`src/rtl/prmcu_uart_receiver.sv`:
```
`default_nettype none
// ============================================================================
// Module   : prmcu_uart_receiver
// Brief    : UART receive path; oversampled deserialiser feeding a valid/ready
//            word buffer with parity, framing and overrun flags.
//            Optional: PRMCU_UART_RX_MAJORITY_EN selects 3-sample majority voting.
// Revision : 1.0 - initial release
// ============================================================================
module prmcu_uart_receiver #(
  parameter int SYNC_STAGES = 2,
  parameter int DATA_W      = 9
) (
  input  logic              clk,
  input  logic              rst,
  input  logic              uart_en,
  input  logic              rx_en,
  input  logic              n_parity_bits_i,
  input  logic [1:0]        n_stop_bits_i,
  input  logic [3:0]        n_data_bits_i,
  input  logic [7:0]        internal_clk_divider_i,
  input  logic              rx_i,
  output logic [DATA_W-1:0] out_dat_o,
  output logic              out_vld_o,
  input  logic              out_rdy_i,
  output logic              parity_err_o,
  output logic              frame_err_o,
  output logic              overrun_err_o
);

  typedef enum logic [2:0] {
    S_IDLE   = 3'd0,
    S_START  = 3'd1,
    S_DATA   = 3'd2,
    S_PARITY = 3'd3,
    S_STOP   = 3'd4,
    S_BREAK  = 3'd5
  } state_t;

  localparam logic [3:0] c_MIN_BITS = 4'd5;
  localparam logic [3:0] c_MAX_BITS = 4'(DATA_W);
  localparam logic [7:0] c_MIN_DIV  = 8'd4;

  logic [SYNC_STAGES-1:0] r_sync;
  logic                   r_rxs_prev;
  state_t                 r_state, w_state_next;
  logic [7:0]             r_div, r_cnt, w_half;
  logic [3:0]             r_nbits, r_bit_cnt;
  logic                   r_par_en, r_two_stop, r_stop_cnt;
  logic [DATA_W-1:0]      r_shift;
  logic                   r_perr, r_ferr;
  logic                   w_rxs, w_en, w_fall, w_samp, w_bit, w_bit_end;
  logic                   w_start, w_done, w_ferr_now;

  assign w_rxs      = r_sync[SYNC_STAGES-1];
  assign w_en       = uart_en & rx_en;
  assign w_fall     = r_rxs_prev & ~w_rxs;
  assign w_half     = {1'b0, r_div[7:1]};
  assign w_bit_end  = (r_cnt == r_div - 8'd1);
  assign w_ferr_now = r_ferr | ~w_bit;

  always_ff @(posedge clk or negedge rst) begin
    if (!rst) begin
      r_sync     <= '1;
      r_rxs_prev <= 1'b1;
    end else begin
      r_sync     <= {r_sync[SYNC_STAGES-2:0], rx_i};
      r_rxs_prev <= w_rxs;
    end
  end

`ifdef PRMCU_UART_RX_MAJORITY_EN
  logic r_s0, r_s1;

  // Two early samples are held so the vote completes on the third one.
  always_ff @(posedge clk or negedge rst) begin
    if (!rst) begin
      r_s0 <= 1'b1;
      r_s1 <= 1'b1;
    end else begin
      if (r_cnt == w_half - 8'd1) r_s0 <= w_rxs;
      if (r_cnt == w_half)        r_s1 <= w_rxs;
    end
  end

  assign w_samp = (r_cnt == w_half + 8'd1);
  assign w_bit  = (r_s0 & r_s1) | (r_s0 & w_rxs) | (r_s1 & w_rxs);
`else
  assign w_samp = (r_cnt == w_half);
  assign w_bit  = w_rxs;
`endif

  always_ff @(posedge clk or negedge rst) begin
    if (!rst) r_state <= S_IDLE;
    else      r_state <= w_state_next;
  end

  always_comb begin
    w_state_next = r_state;
    w_start      = 1'b0;
    w_done       = 1'b0;
    case (r_state)
      S_IDLE: begin
        if (w_fall) begin
          w_state_next = S_START;
          w_start      = 1'b1;
        end
      end
      S_START: begin
        if (w_samp && w_bit) w_state_next = S_IDLE;
        else if (w_bit_end)  w_state_next = S_DATA;
      end
      S_DATA: begin
        if (w_bit_end && (r_bit_cnt == r_nbits - 4'd1))
          w_state_next = r_par_en ? S_PARITY : S_STOP;
      end
      S_PARITY: begin
        if (w_bit_end) w_state_next = S_STOP;
      end
      S_STOP: begin
        // The word is handed over at mid-bit of the final stop bit.
        if (w_samp && (r_stop_cnt == r_two_stop)) begin
          w_done       = 1'b1;
          w_state_next = w_bit ? S_IDLE : S_BREAK;
        end
      end
      S_BREAK: begin
        if (w_rxs) w_state_next = S_IDLE;
      end
      default: w_state_next = S_IDLE;
    endcase
    if (!w_en) begin
      w_state_next = S_IDLE;
      w_start      = 1'b0;
      w_done       = 1'b0;
    end
  end

  always_ff @(posedge clk or negedge rst) begin
    if (!rst) begin
      r_cnt      <= 8'd0;
      r_div      <= 8'd0;
      r_nbits    <= 4'd0;
      r_par_en   <= 1'b0;
      r_two_stop <= 1'b0;
      r_bit_cnt  <= 4'd0;
      r_stop_cnt <= 1'b0;
      r_shift    <= '0;
      r_perr     <= 1'b0;
      r_ferr     <= 1'b0;
    end else begin
      if (r_state == S_IDLE || r_state == S_BREAK || w_bit_end) r_cnt <= 8'd0;
      else                                                      r_cnt <= r_cnt + 8'd1;

      if (w_start) begin
        r_div      <= (internal_clk_divider_i < c_MIN_DIV) ? c_MIN_DIV : internal_clk_divider_i;
        r_nbits    <= (n_data_bits_i < c_MIN_BITS) ? c_MIN_BITS :
                      (n_data_bits_i > c_MAX_BITS) ? c_MAX_BITS : n_data_bits_i;
        r_par_en   <= n_parity_bits_i;
        r_two_stop <= (n_stop_bits_i >= 2'd2);
        r_bit_cnt  <= 4'd0;
        r_stop_cnt <= 1'b0;
        r_shift    <= '0;
        r_perr     <= 1'b0;
        r_ferr     <= 1'b0;
      end

      if (r_state == S_DATA) begin
        if (w_samp)    r_shift[r_bit_cnt] <= w_bit;
        if (w_bit_end) r_bit_cnt <= r_bit_cnt + 4'd1;
      end

      // Unused upper bits of r_shift are zero, so a full-width XOR is exact.
      if (r_state == S_PARITY && w_samp) r_perr <= w_bit ^ (^r_shift);

      if (r_state == S_STOP) begin
        if (w_samp && !w_bit) r_ferr <= 1'b1;
        if (w_bit_end)        r_stop_cnt <= 1'b1;
      end
    end
  end

  always_ff @(posedge clk or negedge rst) begin
    if (!rst) begin
      out_dat_o     <= '0;
      out_vld_o     <= 1'b0;
      parity_err_o  <= 1'b0;
      frame_err_o   <= 1'b0;
      overrun_err_o <= 1'b0;
    end else begin
      overrun_err_o <= 1'b0;
      if (w_done) begin
        if (!out_vld_o || out_rdy_i) begin
          out_dat_o    <= r_shift;
          parity_err_o <= r_perr;
          frame_err_o  <= w_ferr_now;
          out_vld_o    <= 1'b1;
        end else begin
          overrun_err_o <= 1'b1;
        end
      end else if (out_vld_o && out_rdy_i) begin
        out_vld_o <= 1'b0;
      end
    end
  end

endmodule
`default_nettype wire
```
`config.mk`:
```
export PLATFORM = sky130hd
export DESIGN_NAME = prmcu_uart_receiver
export DESIGN_NICKNAME = d
export VERILOG_FILES = /design/src/rtl/prmcu_uart_receiver.sv
export SDC_FILE = /design/constraint.sdc
export NUM_CORES = 1
export LEC_CHECK = 0
export BUFFER_PORTS_ARGS = -buffer_cell sky130_fd_sc_hd__buf_4
export CAP_MARGIN = 20
export CORE_ASPECT_RATIO = 1.25
export CORE_UTILIZATION = 63
export DETAILED_ROUTE_END_ITERATION = 10
export PLACE_DENSITY = 0.92
export RECOVER_POWER = 100
export SETUP_SLACK_MARGIN = 0.1
export SLEW_MARGIN = 20
export SYNTH_ARGS = -nofsm -noshare
export SYNTH_HDL_FRONTEND = slang
export SYNTH_SLANG_ARGS = --single-unit
```
`constraint.sdc`:
```
create_clock -name clk -period 6.2 [get_ports clk]
set_clock_uncertainty 0.2 [all_clocks]
set_input_delay 0.31 -clock clk [delete_from_list [all_inputs] [get_ports clk]]
set_output_delay 0.31 -clock clk [all_outputs]
set_load 0.01 [all_outputs]
```
# Word-level counts from Yosys, hierarchy flattened
# Index checks and enable logic that the tools add are counted.
[totals]
register_bits = 57
latchBits = 0
mem_bits_rw = 0
mem_bits_ro = 0
in_bits = 21
out_inout_bits = 13
elab_cells = 111
mem_count = 0
[op_classes]
add_sub_neg = 4
n_mul = 0
div = 0
n_lt_le_gt_ge = 6
eq_ne = 16
n_shift = 0
muxes = 43
n_bitwise = 5
reduce_logical = 19
[ops]
columns = ["operator", "count"]
rows = [
  ["2-to-1 mux 3 bit", 10],
  ["2-to-1 mux 9 bit", 3],
  ["2-to-1 mux 1 bit", 20],
  ["2-to-1 mux 4 bit", 5],
  ["one-hot mux 3 bit (6 select lines)", 1],
  ["2-to-1 mux 8 bit", 2],
  ["inequality test 3 bit, second input constant", 5],
  ["bitwise mux 9 bit", 1],
  ["XOR reduction 9 bit", 1],
  ["adder 8 x 1 -> 8 bit, second input constant", 1],
  ["equality test 8 x 7 -> 1 bit", 1],
  ["equality test 8 bit", 1],
  ["< comparator 8 x 3 -> 1 bit, second input constant", 1],
  ["subtractor 8 x 1 -> 8 bit, second input constant", 1],
  ["logical AND 1 bit", 7],
  ["equality test 3 x 2 -> 1 bit, second input constant", 2],
  ["equality test 3 bit, second input constant", 2],
  ["AND reduction 6 bit", 1],
  ["< comparator 4 x 5 -> 1 bit, second input constant", 1],
  ["adder 4 x 1 -> 4 bit, second input constant", 1],
  ["demux 1 bit (select 4 bit)", 1],
  ["equality test 4 bit", 1],
  ["greater-or-equal comparator 4 x 1 -> 1 bit, second input constant", 1],
  ["greater-than comparator 4 bit, second input constant", 1],
  ["other kinds (16)", 22],
]

# Longest topological paths before layout
[depth]
ltp_word = 9
depth_mapped = 9
ltp_nobuf = 9

# Worst setup path after synthesis
# No wires, ideal clock.
[synth_timing]
kind = "reg-to-reg"
from = "register r_div[3]"
to = "register out_dat_o[0]"
setup_time_ps = 125
arrival_time_ps = 2116
required_time_ps = 5875
slack_ps = 3759
path_stages_with_launch = 9
n_path_buf = 2
synth_period_minus_slack_ps = 2441
cell_sequence = "dfrtp_1 buf_6 xnor2_2 nand4_2 nor4_4 nand3_2 nor3b_2 buf_6 mux2_4"
[synth_between]
elab_chain_cells = 6
[synth_rtl]
columns = ["item", "line", "rtl"]
rows = [
  ["start, declared", "46", "logic [7:0] r_div, r_cnt, w_half;"],
  ["start signal, assigned", "155", "r_div <= (internal_clk_divider_i < c_MIN_DIV) ? c_MIN_DIV : internal_clk_divider_i;"],
  ["equality test 8 x 7 -> 1 bit", "88", "assign w_samp = (r_cnt == w_half);"],
  ["logical AND 1 bit", "121", "if (w_samp && (r_stop_cnt == r_two_stop)) begin"],
  ["2-to-1 mux 1 bit", "121", ""],
  ["2-to-1 mux 1 bit", "101", "case (r_state)"],
  ["2-to-1 mux 1 bit", "131", "if (!w_en) begin"],
  ["AND reduction 2 bit (no source line)", "n/a", ""],
  ["end signal, assigned", "193", "out_dat_o <= r_shift;"],
  ["end, declared", "22", "output logic [DATA_W-1:0] out_dat_o,"],
]
# Every way passes these cells.
# A chain may end at the register's enable or synchronous reset.

# Worst setup path in the final report
[layout_timing]
from = "register r_cnt[2]"
to = "register out_dat_o[8]"
[layout_between]
elab_chain_cells = 6
[layout_rtl]
columns = ["item", "line", "rtl"]
rows = [
  ["start, declared", "46", ""],
  ["start signal, assigned", "152", "else r_cnt <= r_cnt + 8'd1;"],
  ["equality test 8 x 7 -> 1 bit", "88", ""],
  ["logical AND 1 bit", "121", ""],
  ["2-to-1 mux 1 bit", "121", ""],
  ["2-to-1 mux 1 bit", "101", ""],
  ["2-to-1 mux 1 bit", "131", ""],
  ["AND reduction 2 bit (no source line)", "n/a", ""],
]
# Every way passes these cells.

==> run summary <==
r2r worst-path depth - 6
largest net degree at the start of global routing - 58
CP cell instances - xnor2_1, nand4_2, nor4_1, nand3_2, nor3b_4, mux2_2
root buffer cell - clkbuf_8
Peak Freq - 267 MHz
I/O pin count - 34
CORE AREA - 4760 um2
Clock power frac - 34.3%
via count - 2453
number of antenna diodes - 0
Syn Inst Count - 324
worst setup path category - reg2reg
Leakage - 1.60 nW
Final #Nets - 392
post-synthesis cell type count - 47
Max Buffers Root-to-Sink - 2
die width - 65.1 um
DR iter-0 viols - 109
fillcell total - 359
area of the multi-input gates - 1530 um2
CP Launch Type - flop
fin crit share - 60.3%
worst slew pin tran - 2950 ps
std cell rows - 28
total CTS buffers - 9
status - complete, but fails checks
share of cells above drive strength 1 - 12.2%
Setup Viol. Count Final - 0
GRT Total Usage - 27.7%
WP depth - 6
pwr/cell area - 275 nW/um2
final WL - 6.52 mm
Finished Layout Cells - 429
setup TNS - 0 ps
ys async rst share - 100%
Area growth, synth to finish - 14.7%
number of flops mapped to enable cells by yosys - 0
grt ovf - 0
violated checks - capacitance limit, slew limit
Clock Latency Late Sink - 350 ps
initial antenna violation count - 0
vias per cell - 5.72
Bufs and invs on worst path - 0
DRT Pass-1 Iters - 4
Slew Limit Fails - 69
Required @ worst endpoint - 6230 ps
Setup Fix Bufs, Post-CTS - 0
WHS Path Cells - 3
delay-heaviest family, CP - simple AND/OR/NAND/NOR gates
#FFs+latches synth - 57
internal power - 0.000687 W
Logic pwr share - 19.8%
sequential area share after synthesis - 45.6%
Arr. time, crit path - 3770 ps
vias in the first global route - 2455
Sw Ratio - 30.6%
Initial Util - 65.8%
max-cap violations - 2
CP Max Fanout - 12
Yosys Warn Count - 0
CTS tree - yes
unrepaired setup endpoints after global routing - no
ANT nets after route - 0
GPL Wtd Cong - 0.893
final hold vios - 0
Reg power frac - 45.9%
Clock Pin Slew Worst Setup and Hold Paths - 60 ps
Primary FF master, synth - dfrtp_1
Port Buffers - 32
synthesized area - 3140 um2
min Tclk post-route - 3740 ps
worst vdd ir - 0.000223 V
post-detail-place hpwl - 4.28 mm
Worst Hold Class - in2reg
Inst Count DP - 400
net load switching power - 0.000303 W
height of the die - 80.9 um
Worst Setup End Kind - flop
slowest stage delay, CP - 1300 ps
post-DR wirelength/cell - 15.2 um
Avg Inst Size Synth - 9.68 um2
Slew HR - -96.5%
first-pass GRT wire length - 10.8 mm
cell at the slowest stage of the critical path - nor4_1
Reg area - 1430 um2
die footprint - 5270 um2
CTS Sinks - 57
H-tree depth - 3
Syn Nets - 352
DRC - 0
-- power groups by stage --
| stage | clock, W | sequential [W] | combinational [W] |
|---|---|---|---|
| floorplan | 0 | 0.000439 | 0.000163 |
| global placement | 0 | 0.000457 | 0.000182 |
| detailed placement | 0 | 0.000460 | 0.000193 |
| CTS | 0.000342 | 0.000454 | 0.000202 |
| global route | 0.000358 | 0.000459 | 0.000219 |
| finish | 0.000339 | 0.000454 | 0.000196 |
-- metal layers --
layer / vias up / global-route usage, % / routed length, um
met4: 0 / 15.7 / 193
li1: 1178 / - / -
met1: 1177 / 28.1 / 2560
met2: 73 / 51.4 / 3480
met3: 25 / 6.74 / 290
met5: - / 0 / 0
-- tightest hold or removal path, delay by kind of cell --
kind | cells | cell delay (ps)
buffers and inverters | 1 | 80
AOI/OAI and AO/OA | 2 | 150
-- metrics by stage --
stage / utilization, % / area [um2] / power, W / setup slack [ps] / hold slack (ps)
after floorplan: - / 3140 / 0.000602 / 3760 / -186
after global placement: 70.7 / 3370 / 0.000640 / 3060 / 146
after detailed placement: 70.7 / 3370 / 0.000653 / 2910 / 147
after CTS: 77.6 / 3700 / 0.000998 / 2880 / 24.1
after global routing: 75.5 / 3600 / 0.00104 / 2210 / 52.1
final: 75.5 / 3600 / 0.000990 / 2460 / 30.0
-- cell families after synthesis --
| logic type | count (synthesis) | synth area share, % |
|---|---|---|
| muxes | 19 | 7.46 |
| buffers and inverters | 28 | 4.03 |
| AOI/OAI and AO/OA | 43 | 8.34 |
| adders and majority gates | 7 | 2.79 |
| xor gates and xnor gates | 39 | 11.6 |
| and+or+nand+nor | 131 | 20.2 |
| DFF | 57 | 45.6 |
-- path summary, 6_finish.rpt --
path	startpoint	endpoint	slack [ps]
max	r_cnt[2]	out_dat_o[8]	2460
min	n_data_bits_i[0]	r_nbits[0]	30
max reg2reg	r_cnt[2]	out_dat_o[8]	2460
min reg2reg	r_sync[0]	r_sync[1]	160
max in group asynchronous	rst	r_nbits[0]	2870
min in group asynchronous	rst	overrun_err_o	1270
-- layout by cell type (no fill, tap or decap), types with 5 or more instances in the layout --
cell	instances
nand2_1	64
dfrtp_1	54
xnor2_1	29
o21ai_0	21
nor2_1	17
buf_4	17
clkbuf_1	14
nand3_1	13
dlygate4sd3_1	13
inv_1	12
nor3_1	10
clkbuf_8	9
xor2_1	8
mux2i_1	8
mux2_1	8
a21oi_1	7
ha_1	7
nand2b_1	5
-- final cells by class --
| class | instances | area share, % |
|---|---|---|
| clock inverter | 7 | 1.98 |
| inverter | 12 | 1.25 |
| tap | 60 | 2.09 |
| multi-input combinational | 239 | 42.6 |
| sequential | 57 | 39.8 |
| clock buffer | 9 | 3.44 |
| timing repair buffer | 45 | 8.83 |
-- flip-flops by register name, indices dropped and copies added, names as in the netlist, 2 cells and up --
signal     flops
r_state        3
r_cnt          8
out_dat_o      9
r_bit_cnt      4
r_sync         2
r_div          8
r_nbits        4
r_shift        9
-- synthesized netlist by cell type (all sizes together), types with 2 or more instances --
master | instances | area (um2)
a21oi | 7 | 35.0
a31oi | 4 | 25.0
and2 | 2 | 12.5
and3 | 2 | 12.5
buf | 4 | 35.0
clkbuf | 12 | 46.3
dfrtp | 54 | 1350
dfstp | 3 | 78.8
ha | 7 | 87.6
inv | 12 | 45.0
mux2 | 11 | 154
mux2i | 8 | 80.1
nand2 | 64 | 240
nand2b | 5 | 31.3
nand3 | 14 | 75.1
nand3b | 2 | 15.0
nand4 | 3 | 25.0
nor2 | 17 | 63.8
nor3 | 10 | 50.1
nor3b | 5 | 42.5
nor4 | 3 | 33.8
o21ai | 21 | 105
o31ai | 2 | 15.0
or3 | 2 | 12.5
xnor2 | 31 | 294
xor2 | 8 | 70.1
-- timing repair --
item | 4_1_cts | 5_1_grt
hold buffers | 13 | 0
setup endpoints to repair | 0 | 0
resized for setup | 0 | 0
endpoints found under the hold margin | 67 | 0
No activity file was read; power rests on OpenSTA's default activity.
